--- config.mk ---
export PLATFORM = sky130hd
export DESIGN_NAME = out_port_uart_tx
export DESIGN_NICKNAME = d
export VERILOG_FILES = /design/src/rtl/out_port_uart_tx_pkg.sv /design/src/rtl/sync_fifo.sv /design/src/rtl/out_port_uart_tx.sv
export SDC_FILE = /design/constraint.sdc
export NUM_CORES = 1
export LEC_CHECK = 0
export CAP_MARGIN = 20
export CORE_UTILIZATION = 45
export DETAILED_ROUTE_END_ITERATION = 8
export PLACE_DENSITY = 0.64
export SLEW_MARGIN = 25
export SYNTH_ARGS = -nofsm -noshare
export SYNTH_HDL_FRONTEND = slang
export SYNTH_SLANG_ARGS = --single-unit
--- constraint.sdc ---
create_clock -name clk -period 3.4 [get_ports clk]
set_clock_uncertainty 0.05 [all_clocks]
set_input_delay 0.68 -clock clk [delete_from_list [all_inputs] [get_ports clk]]
set_output_delay 0.68 -clock clk [all_outputs]
set_load 0.01 [all_outputs]
--- src/rtl/out_port_uart_tx_pkg.sv ---
// Shared definitions for the CPU output-port UART transmitter.
// The tx_state_t encoding always includes PARITY so that state values
// stay identical whether or not the parity option is built.
package out_port_uart_tx_pkg;

    // Width of the CPU output register, shared with the rest of the datapath.
    localparam int DATA_WIDTH = 8;

    localparam int OUT_TX_CLKS_PER_BIT_DEFAULT = 104;
    localparam int OUT_TX_FIFO_DEPTH_DEFAULT   = 4;

    typedef enum logic [2:0] {
        IDLE   = 3'd0,
        START  = 3'd1,
        DATA   = 3'd2,
        PARITY = 3'd3,
        STOP   = 3'd4
    } tx_state_t;

endpackage

--- src/rtl/sync_fifo.sv ---
// Small synchronous FIFO with first-word-fallthrough read data.
// A write on a full FIFO is accepted only when a read happens in the same
// cycle; otherwise it is ignored (the caller decides how to flag that).
module sync_fifo #(
    parameter int WIDTH = 8,
    parameter int DEPTH = 4,
    localparam int AW   = $clog2(DEPTH)
) (
    input  logic             clk,
    input  logic             reset,
    input  logic             wr_en,
    input  logic [WIDTH-1:0] wr_data,
    input  logic             rd_en,
    output logic [WIDTH-1:0] rd_data,
    output logic             full,
    output logic             empty,
    output logic [AW:0]      count
);

    localparam logic [AW:0] DEPTH_CNT = (AW+1)'(DEPTH);

    logic [WIDTH-1:0] mem [DEPTH];
    logic [AW-1:0]    wr_ptr;
    logic [AW-1:0]    rd_ptr;
    logic             wr_ok;
    logic             rd_ok;

    assign full    = (count == DEPTH_CNT);
    assign empty   = (count == '0);
    assign rd_ok   = rd_en && !empty;
    assign wr_ok   = wr_en && (!full || rd_ok);
    assign rd_data = mem[rd_ptr];

    // Storage array: written on accepted writes only.
    // NOTE: the data array has no reset; only pointers and count define
    // validity, and leaving it unreset lets it map onto plain RAM/flops.
    always_ff @(posedge clk) begin
        if (wr_ok) begin
            mem[wr_ptr] <= wr_data;
        end
    end

    // Pointer and occupancy tracking; pointers wrap naturally.
    always_ff @(posedge clk) begin
        if (reset) begin
            wr_ptr <= '0;
            rd_ptr <= '0;
            count  <= '0;
        end else begin
            if (wr_ok) wr_ptr <= wr_ptr + 1'b1;
            if (rd_ok) rd_ptr <= rd_ptr + 1'b1;
            case ({wr_ok, rd_ok})
                2'b10:   count <= count + 1'b1;
                2'b01:   count <= count - 1'b1;
                default: count <= count;
            endcase
        end
    end

endmodule

--- src/rtl/out_port_uart_tx.sv ---
// CPU output-port UART transmitter: captures every OUT-register write into a
// small FIFO and sends each byte LSB-first as an 8N1 frame on `tx`.
// Build option: define OUT_TX_PARITY_EN to insert an even-parity bit
// between the last data bit and the stop bit.
module out_port_uart_tx
    import out_port_uart_tx_pkg::*;
#(
    parameter int DATA_WIDTH   = out_port_uart_tx_pkg::DATA_WIDTH,
    parameter int CLKS_PER_BIT = OUT_TX_CLKS_PER_BIT_DEFAULT,
    parameter int FIFO_DEPTH   = OUT_TX_FIFO_DEPTH_DEFAULT
) (
    input  logic                  clk,
    input  logic                  reset,
    input  logic                  wr_en,
    input  logic [DATA_WIDTH-1:0] wr_data,
    output logic                  tx,
    output logic                  busy,
    output logic                  fifo_full,
    output logic                  fifo_empty,
    output logic                  overflow
);

    localparam int TW = $clog2(CLKS_PER_BIT);
    localparam int IW = (DATA_WIDTH > 1) ? $clog2(DATA_WIDTH) : 1;
    localparam int AW = $clog2(FIFO_DEPTH);

    localparam logic [TW-1:0] TIMER_LAST = TW'(CLKS_PER_BIT - 1);
    localparam logic [IW-1:0] IDX_LAST   = IW'(DATA_WIDTH - 1);
    localparam logic [AW:0]   DEPTH_CNT  = (AW+1)'(FIFO_DEPTH);

    tx_state_t             state, state_next;
    logic [TW-1:0]         timer, timer_next;
    logic [IW-1:0]         bit_idx, bit_idx_next;
    logic [DATA_WIDTH-1:0] shift_reg, shift_next;
    logic                  tx_next;
    logic                  busy_next;
    logic                  bit_done;

    logic                  fifo_rd_en;
    logic [DATA_WIDTH-1:0] fifo_rd_data;
    logic [AW:0]           fifo_count;

`ifdef OUT_TX_PARITY_EN
    logic                  parity_q, parity_next;
`endif

    sync_fifo #(
        .WIDTH (DATA_WIDTH),
        .DEPTH (FIFO_DEPTH)
    ) u_fifo (
        .clk     (clk),
        .reset   (reset),
        .wr_en   (wr_en),
        .wr_data (wr_data),
        .rd_en   (fifo_rd_en),
        .rd_data (fifo_rd_data),
        .full    (fifo_full),
        .empty   (fifo_empty),
        .count   (fifo_count)
    );

    assign bit_done = (timer == TIMER_LAST);

    // Next-state logic; tx/busy are computed one cycle ahead so the line
    // itself comes straight from a flop.
    always_comb begin
        // NOTE: every output of this block gets a default before the case so
        // no path leaves a signal unassigned, which would infer a latch.
        state_next   = state;
        timer_next   = timer;
        bit_idx_next = bit_idx;
        shift_next   = shift_reg;
        tx_next      = 1'b1;
        fifo_rd_en   = 1'b0;
`ifdef OUT_TX_PARITY_EN
        parity_next  = parity_q;
`endif
        case (state)
            IDLE: begin
                if (!fifo_empty) begin
                    fifo_rd_en  = 1'b1;
                    shift_next  = fifo_rd_data;
`ifdef OUT_TX_PARITY_EN
                    parity_next = ^fifo_rd_data;
`endif
                    timer_next  = '0;
                    state_next  = START;
                    tx_next     = 1'b0;
                end
            end
            START: begin
                if (bit_done) begin
                    timer_next   = '0;
                    bit_idx_next = '0;
                    state_next   = DATA;
                    tx_next      = shift_reg[0];
                end else begin
                    timer_next   = timer + 1'b1;
                    tx_next      = 1'b0;
                end
            end
            DATA: begin
                if (bit_done) begin
                    timer_next = '0;
                    shift_next = shift_reg >> 1;
                    if (bit_idx == IDX_LAST) begin
`ifdef OUT_TX_PARITY_EN
                        state_next = PARITY;
                        tx_next    = parity_q;
`else
                        state_next = STOP;
                        tx_next    = 1'b1;
`endif
                    end else begin
                        bit_idx_next = bit_idx + 1'b1;
                        tx_next      = shift_next[0];
                    end
                end else begin
                    timer_next = timer + 1'b1;
                    tx_next    = shift_reg[0];
                end
            end
`ifdef OUT_TX_PARITY_EN
            PARITY: begin
                if (bit_done) begin
                    timer_next = '0;
                    state_next = STOP;
                    tx_next    = 1'b1;
                end else begin
                    timer_next = timer + 1'b1;
                    tx_next    = parity_q;
                end
            end
`endif
            STOP: begin
                if (bit_done) begin
                    timer_next = '0;
                    state_next = IDLE;
                end else begin
                    timer_next = timer + 1'b1;
                end
            end
            default: begin
                timer_next = '0;
                state_next = IDLE;
            end
        endcase
        busy_next = (state_next != IDLE);
    end

    // Frame state, registered line outputs and the sticky drop flag.
    always_ff @(posedge clk) begin
        // NOTE: sequential state uses non-blocking assignments so every flop
        // samples the pre-edge values regardless of statement order.
        if (reset) begin
            state     <= IDLE;
            timer     <= '0;
            bit_idx   <= '0;
            shift_reg <= '0;
            tx        <= 1'b1;
            busy      <= 1'b0;
            overflow  <= 1'b0;
        end else begin
            state     <= state_next;
            timer     <= timer_next;
            bit_idx   <= bit_idx_next;
            shift_reg <= shift_next;
            tx        <= tx_next;
            busy      <= busy_next;
            if (wr_en && fifo_full && !fifo_rd_en) begin
                overflow <= 1'b1;
            end
        end
    end

`ifdef OUT_TX_PARITY_EN
    // Parity of the byte being sent, latched when it is popped.
    always_ff @(posedge clk) begin
        if (reset) begin
            parity_q <= 1'b0;
        end else begin
            parity_q <= parity_next;
        end
    end
`endif

    // Occupancy can never exceed the configured depth.
    assert property (@(posedge clk) disable iff (reset) fifo_count <= DEPTH_CNT);

endmodule
After elaboration in Yosys (flattened, before gate mapping)
Memories as Yosys holds them, arrays and structs flattened. A register that Yosys moved wholly into a read port is not among the register bits.
Index checks and enable logic that the tools add are counted.
- $add $sub $neg: 6
- equality and inequality tests: 12
- mux-type cells: 28
- reduce and logical (&&, ||, !) cells: 17
- operators with widths (kind ; number):
    2-to-1 mux 3 bit ; 8
    2-to-1 mux 8 bit ; 2
    case mux 8 bit (2 select lines) ; 1
    2-to-1 mux 7 bit ; 2
    case mux 7 bit (2 select lines) ; 1
    case mux 3 bit (2 select lines) ; 2
    case mux 3 bit (4 select lines) ; 1
    == test 3 bit (second input constant) ; 3
    2-to-1 mux 1 bit ; 8
    != test 2 bit (second input constant) ; 4
    adder 7 x 1 -> 7 bit (second input constant) ; 1
    == test 7 bit (second input constant) ; 1
    adder 3 x 1 -> 3 bit (second input constant) ; 2
    logical NOT 3 bit ; 2
    nonzero test 2 bit ; 3
    adder 2 x 1 -> 2 bit (second input constant) ; 2
    logical AND 1 bit ; 4
    2-to-1 mux 2 bit ; 2
    AND reduction 4 bit ; 1
    == test 3 x 1 -> 1 bit (second input constant) ; 1
    == test 3 x 2 -> 1 bit (second input constant) ; 1
    logical NOT 1 bit ; 3
    case mux 1 bit (3 select lines) ; 1
    AND reduction 3 bit ; 1
    other kinds (6) ; 6
- bits in registers: 31
- bits in writable memories: 32
- bits of input ports: 11
- word-level logic and storage cells: 74
- memories kept: 1
- memories (memory ; depth ; bits a word ; read ports ; clocked after Yosys merged registers in ; write ports ; line ; source):
    u_fifo.mem ; 4 ; 8 ; 1 ; 1 ; 1 ; sync_fifo.sv:22 ; logic [WIDTH-1:0] mem [DEPTH];

Longest topological paths before layout
Gate-level depths: netlist (run 1).
- word-level depth: 8
- depth in mapped cells: 10
- depth with buffers taken out: 9

By module
Synthesis (run 1) repeated with hierarchy kept, for this count alone.
- cell total of the unflattened synthesis: 235
- area, all modules: 2871.5 sq um
- modules (own cells, without submodules) (module ; instances ; cells an instance ; area an instance (sq um) ; seq. area each (sq um)):
    sync_fifo ; 1 ; 96 ; 1645.3 ; 1141.1
    out_port_uart_tx ; 1 ; 139 ; 1226.2 ; 480.5

Worst setup path after synthesis (run 1)
Ideal clock, no wire load.
- path type: register -> register
- start point: reg u_fifo.count[2]
- end point: reg u_fifo.count[2]
- arrival: 2253 ps
- data required time: 3280 ps
- slack: 1027 ps
- cell stages (with the launch flop): 10
- path buffers: 0
- clock period less this slack: 2373 ps
- cells stage by stage: dfxtp_1 > or3b_2 > o21a_1 > inv_1 > ha_1 > inv_1 > fa_1 > xor2_1 > or3_1 > a21oi_1
- longest elaborated chain between the ends: 8
- elaborated cells between the ends (all ways): 15
- those cells by class: 2 x add/sub; 3 x eq/ne; 3 x mux; 7 x reduce/logical
- ends and longest elaborated chain (element ; line ; source):
    from (decl) ; sync_fifo.sv:17 ; output logic [AW:0] count
    from (signal assigned) ; sync_fifo.sv:53 ; 2'b10: count <= count + 1'b1;
    from (signal assigned) ; sync_fifo.sv:54 ; 2'b01: count <= count - 1'b1;
    from (signal assigned) ; sync_fifo.sv:55 ; default: count <= count;
    logical NOT 3 bit ; sync_fifo.sv:29 ; assign empty = (count == '0);
    2-to-1 mux 1 bit ; out_port_uart_tx.sv:80 ; if (!fifo_empty) begin
    2-to-1 mux 1 bit ; out_port_uart_tx.sv:78 ; case (state)
    logical AND 1 bit ; sync_fifo.sv:30 ; assign rd_ok = rd_en && !empty;
    logical OR 1 bit ; sync_fifo.sv:31 ; assign wr_ok = wr_en && (!full || rd_ok);
    logical AND 1 bit ; sync_fifo.sv:31 ;
    == test 2 x 1 -> 1 bit or == test 2 bit (tied branches) ; sync_fifo.sv:52 ; case ({wr_ok, rd_ok})
    case mux 3 bit (2 select lines) or nonzero test 2 bit (tied branches) ; - ;
Parallel ways exist; a longest one is shown, timed or not.
A chain may end at the register's enable or synchronous reset.

Final worst setup path (run 1)
- start point: reg u_fifo.count[1]
- end point: out fifo_empty
- longest elaborated chain between the ends: 1
- ends and longest elaborated chain (element ; line ; source):
    logical NOT 3 bit ; sync_fifo.sv:29 ;
    to (decl) ; out_port_uart_tx.sv:19 ; output logic fifo_empty,
Every way passes these cells.

==> flow_metrics.py, run 1 <==
metrics = {
    "clock_network": {
        "htree_levels": 3,
        "postCtsSetupBuffers": 0,
        "numCtsBuffers": 9,
        "clock_path_buffers": 2,
        "cts_tree": "done",
        "cts.sinks": 65,
        "clockRootBuffer": "clkbuf_8",
        "clk_pin_slew_worst_paths_ns": 0.07,
        "hold_buffers": 0,
        "clock_latency_ns": 0.34,
        "ctsResizeCount": 0,
    },
    "finish": {
        "nets": 278,
        "diodes": 0,
        "largest_register_ffs": 32,
        "drive_gt1_share_pct": 15.6,
        "final_common_cell": "dfxtp_1",
        "post-route-util_pct": 53.0,
        "final_cell_mix": "dfxtp_1, edfxtp_1, inv_1, clkdlybuf4s50_1, nand2_1",
        "syn_to_final_growth_pct": 14.3,
    },
    "sta": {
        "tns_ns": 0,
        "finalHoldViolations": 0,
        "post-route-min-period_ns": 2.64,
        "grt_setup_unrepaired": "no",
        "timing.final.crit_share_pct": 77.6,
        "worst_slack_ns": 0.761,
        "max_slew.worst_pin.slew_ns": 0.592,
        "finalSetupViolCount": 0,
        "slew_violations": 0,
        "fmax_mhz": 379,
        "slew_headroom_pct": 60.4,
    },
    "grt": {
        "grt.total_usage_pct": 17.0,
        "antenna_found_initial": 0,
        "grt_max_degree": 19,
        "grt_overflow": 0,
        "grt_pass1_wl_mm": 8.39,
        "first_global_vias": 1738,
    },
    "power_and_ir_drop": {
        "p_per_area_nw_per_um2": 684,
        "power_leakage_nw": 1.19,
        "ir_drop_uv": 411,
    },
    "setup_path": {
        "timing_worst_setup_path_type": "reg2out",
        "crit_chain": "or3_4 -> inv_1 -> clkdlybuf4s50_1",
        "crit_slowest_cell": "clkdlybuf4s50_1",
        "crit_fanout": 6,
        "crit_path_max_incr_delay_ns": 0.58,
        "worstPathRequired_ns": 2.67,
        "rrSetupSlack_ns": 0.83,
        "critPathLaunchType": "flop",
        "cp-end-kind": "output pin",
        "critPathLaunch": "u_fifo.count[1]",
        "reg2reg_from": "u_fifo.count[2]",
        "arrival_ns": 1.91,
    },
    "synthesis": {
        "synth_edf_count": 32,
        "synth_area_per_cell_um2": 12.1,
        "synth_fp_nets": 262,
        "synth_top_flop_cell": "dfxtp_1",
        "yosys_register_bits": 65,
        "syn_area_um2": 2930,
        "ys_warn_count": 0,
        "synthCells": 242,
        "yosysSeqAreaShare_pct": 55.4,
        "synthArstFlopShare_pct": 0,
        "ys_types": 51,
    },
    "die": {
        "die_width_um": 82.6,
        "start_util_pct": 46.4,
        "core_area_um2": 6310,
        "io_pins": 16,
        "die_area_um2": 6830,
        "row_count": 29,
        "die_h_um": 82.6,
    },
    "drt": {
        "routed_wl_mm": 4.89,
        "firstDrtPassIters": 4,
        "drc_errors": 0,
        "vias": 1814,
        "drtIter0Drc": 59,
        "vias_per_cell": 5.34,
        "detail-route-antenna-nets": 0,
        "wl_per_cell_um": 14.4,
    },
    "placement": {
        "hpwl_mm": 3.26,
        "post-place-ws_ns": 0.656,
        "portBuffers": 15,
        "gp_congestion": 0.779,
    },
    "run": {
        "maxCapViolCount": 0,
    },
    "worst_hold_path": {
        "hp-class": "reg2reg",
        "min_from": "shift_reg[3]",
    },
    "run_status": {
        "status": "complete, no violations",
    },
}
==> metrics by stage <==
stage / cells / hold slack, ns / cell area [um^2] / power, W
floorplan: 242 / 0.382 / 2930 / 0.00144
global placement: 324 / 0.394 / 3130 / 0.00158
detailed placement: 324 / 0.402 / 3130 / 0.00158
CTS: 340 / 0.413 / 3340 / 0.00231
global route: 340 / 0.436 / 3340 / 0.00243
finish: 340 / 0.407 / 3340 / 0.00229
==> cell type report <==
type                    count  area, um^2
flip-flops and latches     65        1620
inverters                  17        63.8
clock inverters             6        90.1
repair buffers             17         165
well taps                  77        96.3
fillers                   561        2970
multi-input cells         148        1180
clock buffers              10         128
==> cell families after synthesis <==
family / after synthesis / synth area share, %
flip-flops: 65 / 55.4
adder cells (fa/ha/maj): 9 / 4.10
multiplexers: 9 / 6.50
XOR/XNOR: 10 / 2.99
AND/OR/NAND/NOR: 74 / 15.0
AO/OA/AOI/OAI: 46 / 11.7
buffers and inverters: 29 / 4.28
==> per-layer routing <==
metal  track usage [%]  share of wire (%)
met2              26.5                 47
met3              5.71                3.4
met4              6.55                1.7
met1              21.8                 48
met5                 0                  0
==> report_power, final <==
group          total [W]  internal [W]  switching [W]
Combinational   0.000550      0.000269       0.000281
Sequential       0.00101      0.000925      0.0000892
Clock           0.000722      0.000417       0.000305
Total            0.00229       0.00161       0.000676
==> cells in the mapped netlist (7+ instances only) <==
cell       instances  area (um^2)
a2111oi_0          7         61.3
a211oi_1          10         75.1
a21oi_1           13         65.1
dfxtp_1           33          661
edfxtp_1          32          961
ha_1               8          100
inv_1             16         60.1
mux4_2             8          180
nand2_1           14         52.6
nor2_1            13         48.8
nor2b_1            8         50.1
==> final timing paths <==
path / end / cells after the start
worst max-delay path: fifo_empty / 3
worst min-delay path: shift_reg[3] / 2
worst max register to register: u_fifo.count[2] / 9
worst min register to register: shift_reg[3] / 2
==> critical path, delay by kind of cell (launching register included) <==
family / cells / cell delay, ns
buffers and inverters: 2 / 0.80
and+or+nand+nor: 1 / 0.44
DFF: 1 / 0.33
Note: power is estimated with default switching activity, not from simulation.
==> inputs of run 2 (changes only) <==
clock period = 2.7 ns   (was 3.4 ns; I/O delays follow)
==> run 2 against run 1 <==
Die area stayed put. Clock-buffer cell count is 1 lower. Power is 36% higher. Critical path type is now reg2reg. Largest power group unchanged.
==> flow_metrics.py, run 2 (same netlist as run 1, synthesis figures left out) <==
metrics = {
    "grt": {
        "antenna_found_initial": 0,
        "grt_max_degree": 18,
        "grt_pass1_wl_mm": 8.67,
        "grt_overflow": 0,
        "first_global_vias": 1788,
        "grt.total_usage_pct": 17.6,
    },
    "finish": {
        "final_common_cell": "dfxtp_1",
        "nets": 284,
        "largest_register_ffs": 32,
        "final_cell_mix": "dfxtp_1, edfxtp_1, inv_1, clkdlybuf4s50_1, nand2_1",
        "finalNonFillerCells": 346,
        "drive_gt1_share_pct": 17.8,
        "syn_to_final_growth_pct": 17.5,
        "diodes": 0,
        "post-route-util_pct": 54.5,
    },
    "setup_path": {
        "worst-path-stages": 9,
        "arrival_ns": 2.73,
        "rr_worst_depth": 9,
        "critPathLaunchType": "flop",
        "worstPathRequired_ns": 2.93,
        "crit_family": "simple AND/OR/NAND/NOR gates",
        "cp-end-kind": "flop",
        "crit_path_max_incr_delay_ns": 0.49,
        "crit_fanout": 4,
        "crit_slowest_cell": "or3b_2",
        "crit_path_frequent_cell": "inv_1",
        "crit_chain": "or3b_2 -> o21a_1 -> inv_1 -> ha_1 -> inv_1 -> fa_1 -> xor2_1 -> or3_1 -> a21oi_1",
        "timing_worst_setup_path_type": "reg2reg",
        "worst-path-buf-inv": 2,
    },
    "sta": {
        "max_slew.worst_pin.slew_ns": 0.636,
        "slew_violations": 0,
        "timing.final.crit_share_pct": 92.8,
        "finalSetupViolCount": 0,
        "finalHoldViolations": 0,
        "fmax_mhz": 399,
        "grt_setup_unrepaired": "no",
        "tns_ns": 0,
        "post-route-min-period_ns": 2.50,
        "slew_headroom_pct": 57.4,
        "worst_slack_ns": 0.195,
    },
    "power_and_ir_drop": {
        "power_leakage_nw": 1.25,
        "internal_power_w": 0.00224,
        "total_power_w": 0.00311,
        "swShare_pct": 28.0,
        "p_per_area_nw_per_um2": 904,
        "p_sw_w": 0.000872,
        "p_comb_share_pct": 23.8,
        "ir_drop_uv": 406,
        "power_frac_clock_pct": 35.5,
        "share_seq_of_total_power_pct": 40.7,
    },
    "die": {
        "die_area_um2": 6830,
        "row_count": 29,
        "die_h_um": 82.6,
        "die_width_um": 82.6,
        "start_util_pct": 46.4,
        "core_area_um2": 6310,
        "io_pins": 16,
    },
    "placement": {
        "portBuffers": 15,
        "dp.cells": 330,
        "post-place-ws_ns": 0.162,
        "hpwl_mm": 3.45,
        "gp_congestion": 0.788,
    },
    "clock_network": {
        "hold_buffers": 0,
        "clock_path_buffers": 2,
        "postCtsSetupBuffers": 0,
        "cts.sinks": 65,
        "clk_pin_slew_worst_paths_ns": 0.07,
        "clockRootBuffer": "clkbuf_8",
        "ctsResizeCount": 0,
        "numCtsBuffers": 9,
        "clock_latency_ns": 0.34,
        "htree_levels": 3,
        "cts_tree": "done",
    },
    "drt": {
        "routed_wl_mm": 5.15,
        "drtIter0Drc": 62,
        "vias_per_cell": 5.30,
        "drc_errors": 0,
        "vias": 1835,
        "firstDrtPassIters": 4,
        "wl_per_cell_um": 14.9,
        "detail-route-antenna-nets": 0,
    },
    "run": {
        "maxCapViolCount": 0,
    },
    "run_status": {
        "status": "complete, no violations",
    },
    "worst_hold_path": {
        "hp-class": "reg2reg",
        "whs_path_depth": 2,
    },
}
run 2: cell count changes in the layout (fill, tap and decap cells not counted), sizes merged:
| cell | delta |
|---|---|
| buf | +6 |
| clkinvlp | -1 |
| clkinv | +2 |
| clkbuf | -1 |
| bufinv | +2 |
| inv | -2 |
run 2: area by class of cell:
cell class | instances | area, um^2
Clock inverter | 7 | 143
Timing Repair Buffer | 23 | 210
Multi-Input combinational cell | 148 | 1180
Tap cell | 77 | 96.3
Sequential cell | 65 | 1620
Inverter | 17 | 63.8
Fill cell | 546 | 2880
Clock buffer | 9 | 124
run 2: routing by layer:
| layer | wire length (um) | GRT usage [%] | vias up |
|---|---|---|---|
| met5 | 0 | 0 | - |
| met4 | 103 | 9.31 | 0 |
| met3 | 127 | 3.63 | 9 |
| met2 | 2390 | 27.7 | 27 |
| met1 | 2530 | 22.8 | 871 |
| li1 | - | - | 928 |
run 2: power by group through the flow:
stage          clock (W)  combinational [W]  sequential (W)
2_1_floorplan          0           0.000578         0.00124
3_3_place_gp           0           0.000735         0.00129
3_5_place_dp           0           0.000742         0.00129
4_1_cts          0.00111           0.000748         0.00127
5_1_grt          0.00116           0.000833         0.00129
6_report         0.00110           0.000740         0.00127
run 2: worst reg2reg max path, cell delays in order (launching register included):
cell     delay [ns]
dfxtp_1        0.37
or3b_2         0.49
o21a_1         0.20
inv_1          0.09
ha_1           0.19
inv_1          0.06
fa_1           0.38
xor2_1         0.16
or3_1          0.32
a21oi_1        0.14
run 2: metrics by stage:
step | hold WS [ns] | area [um^2]
2_1_floorplan | 0.382 | 2930
3_3_place_gp | 0.392 | 3170
3_5_place_dp | 0.396 | 3170
4_1_cts | 0.410 | 3440
5_1_grt | 0.427 | 3440
6_report | 0.409 | 3440
run 2: path summary, 6_finish.rpt:
kind | endpoint | from | slack (ns)
worst min register to register | bit_idx[2] | bit_idx[2] | 0.41
worst min-delay path | bit_idx[2] | bit_idx[2] | 0.41
worst max register to register | u_fifo.count[2] | u_fifo.count[2] | 0.20
worst max-delay path | u_fifo.count[2] | u_fifo.count[2] | 0.20
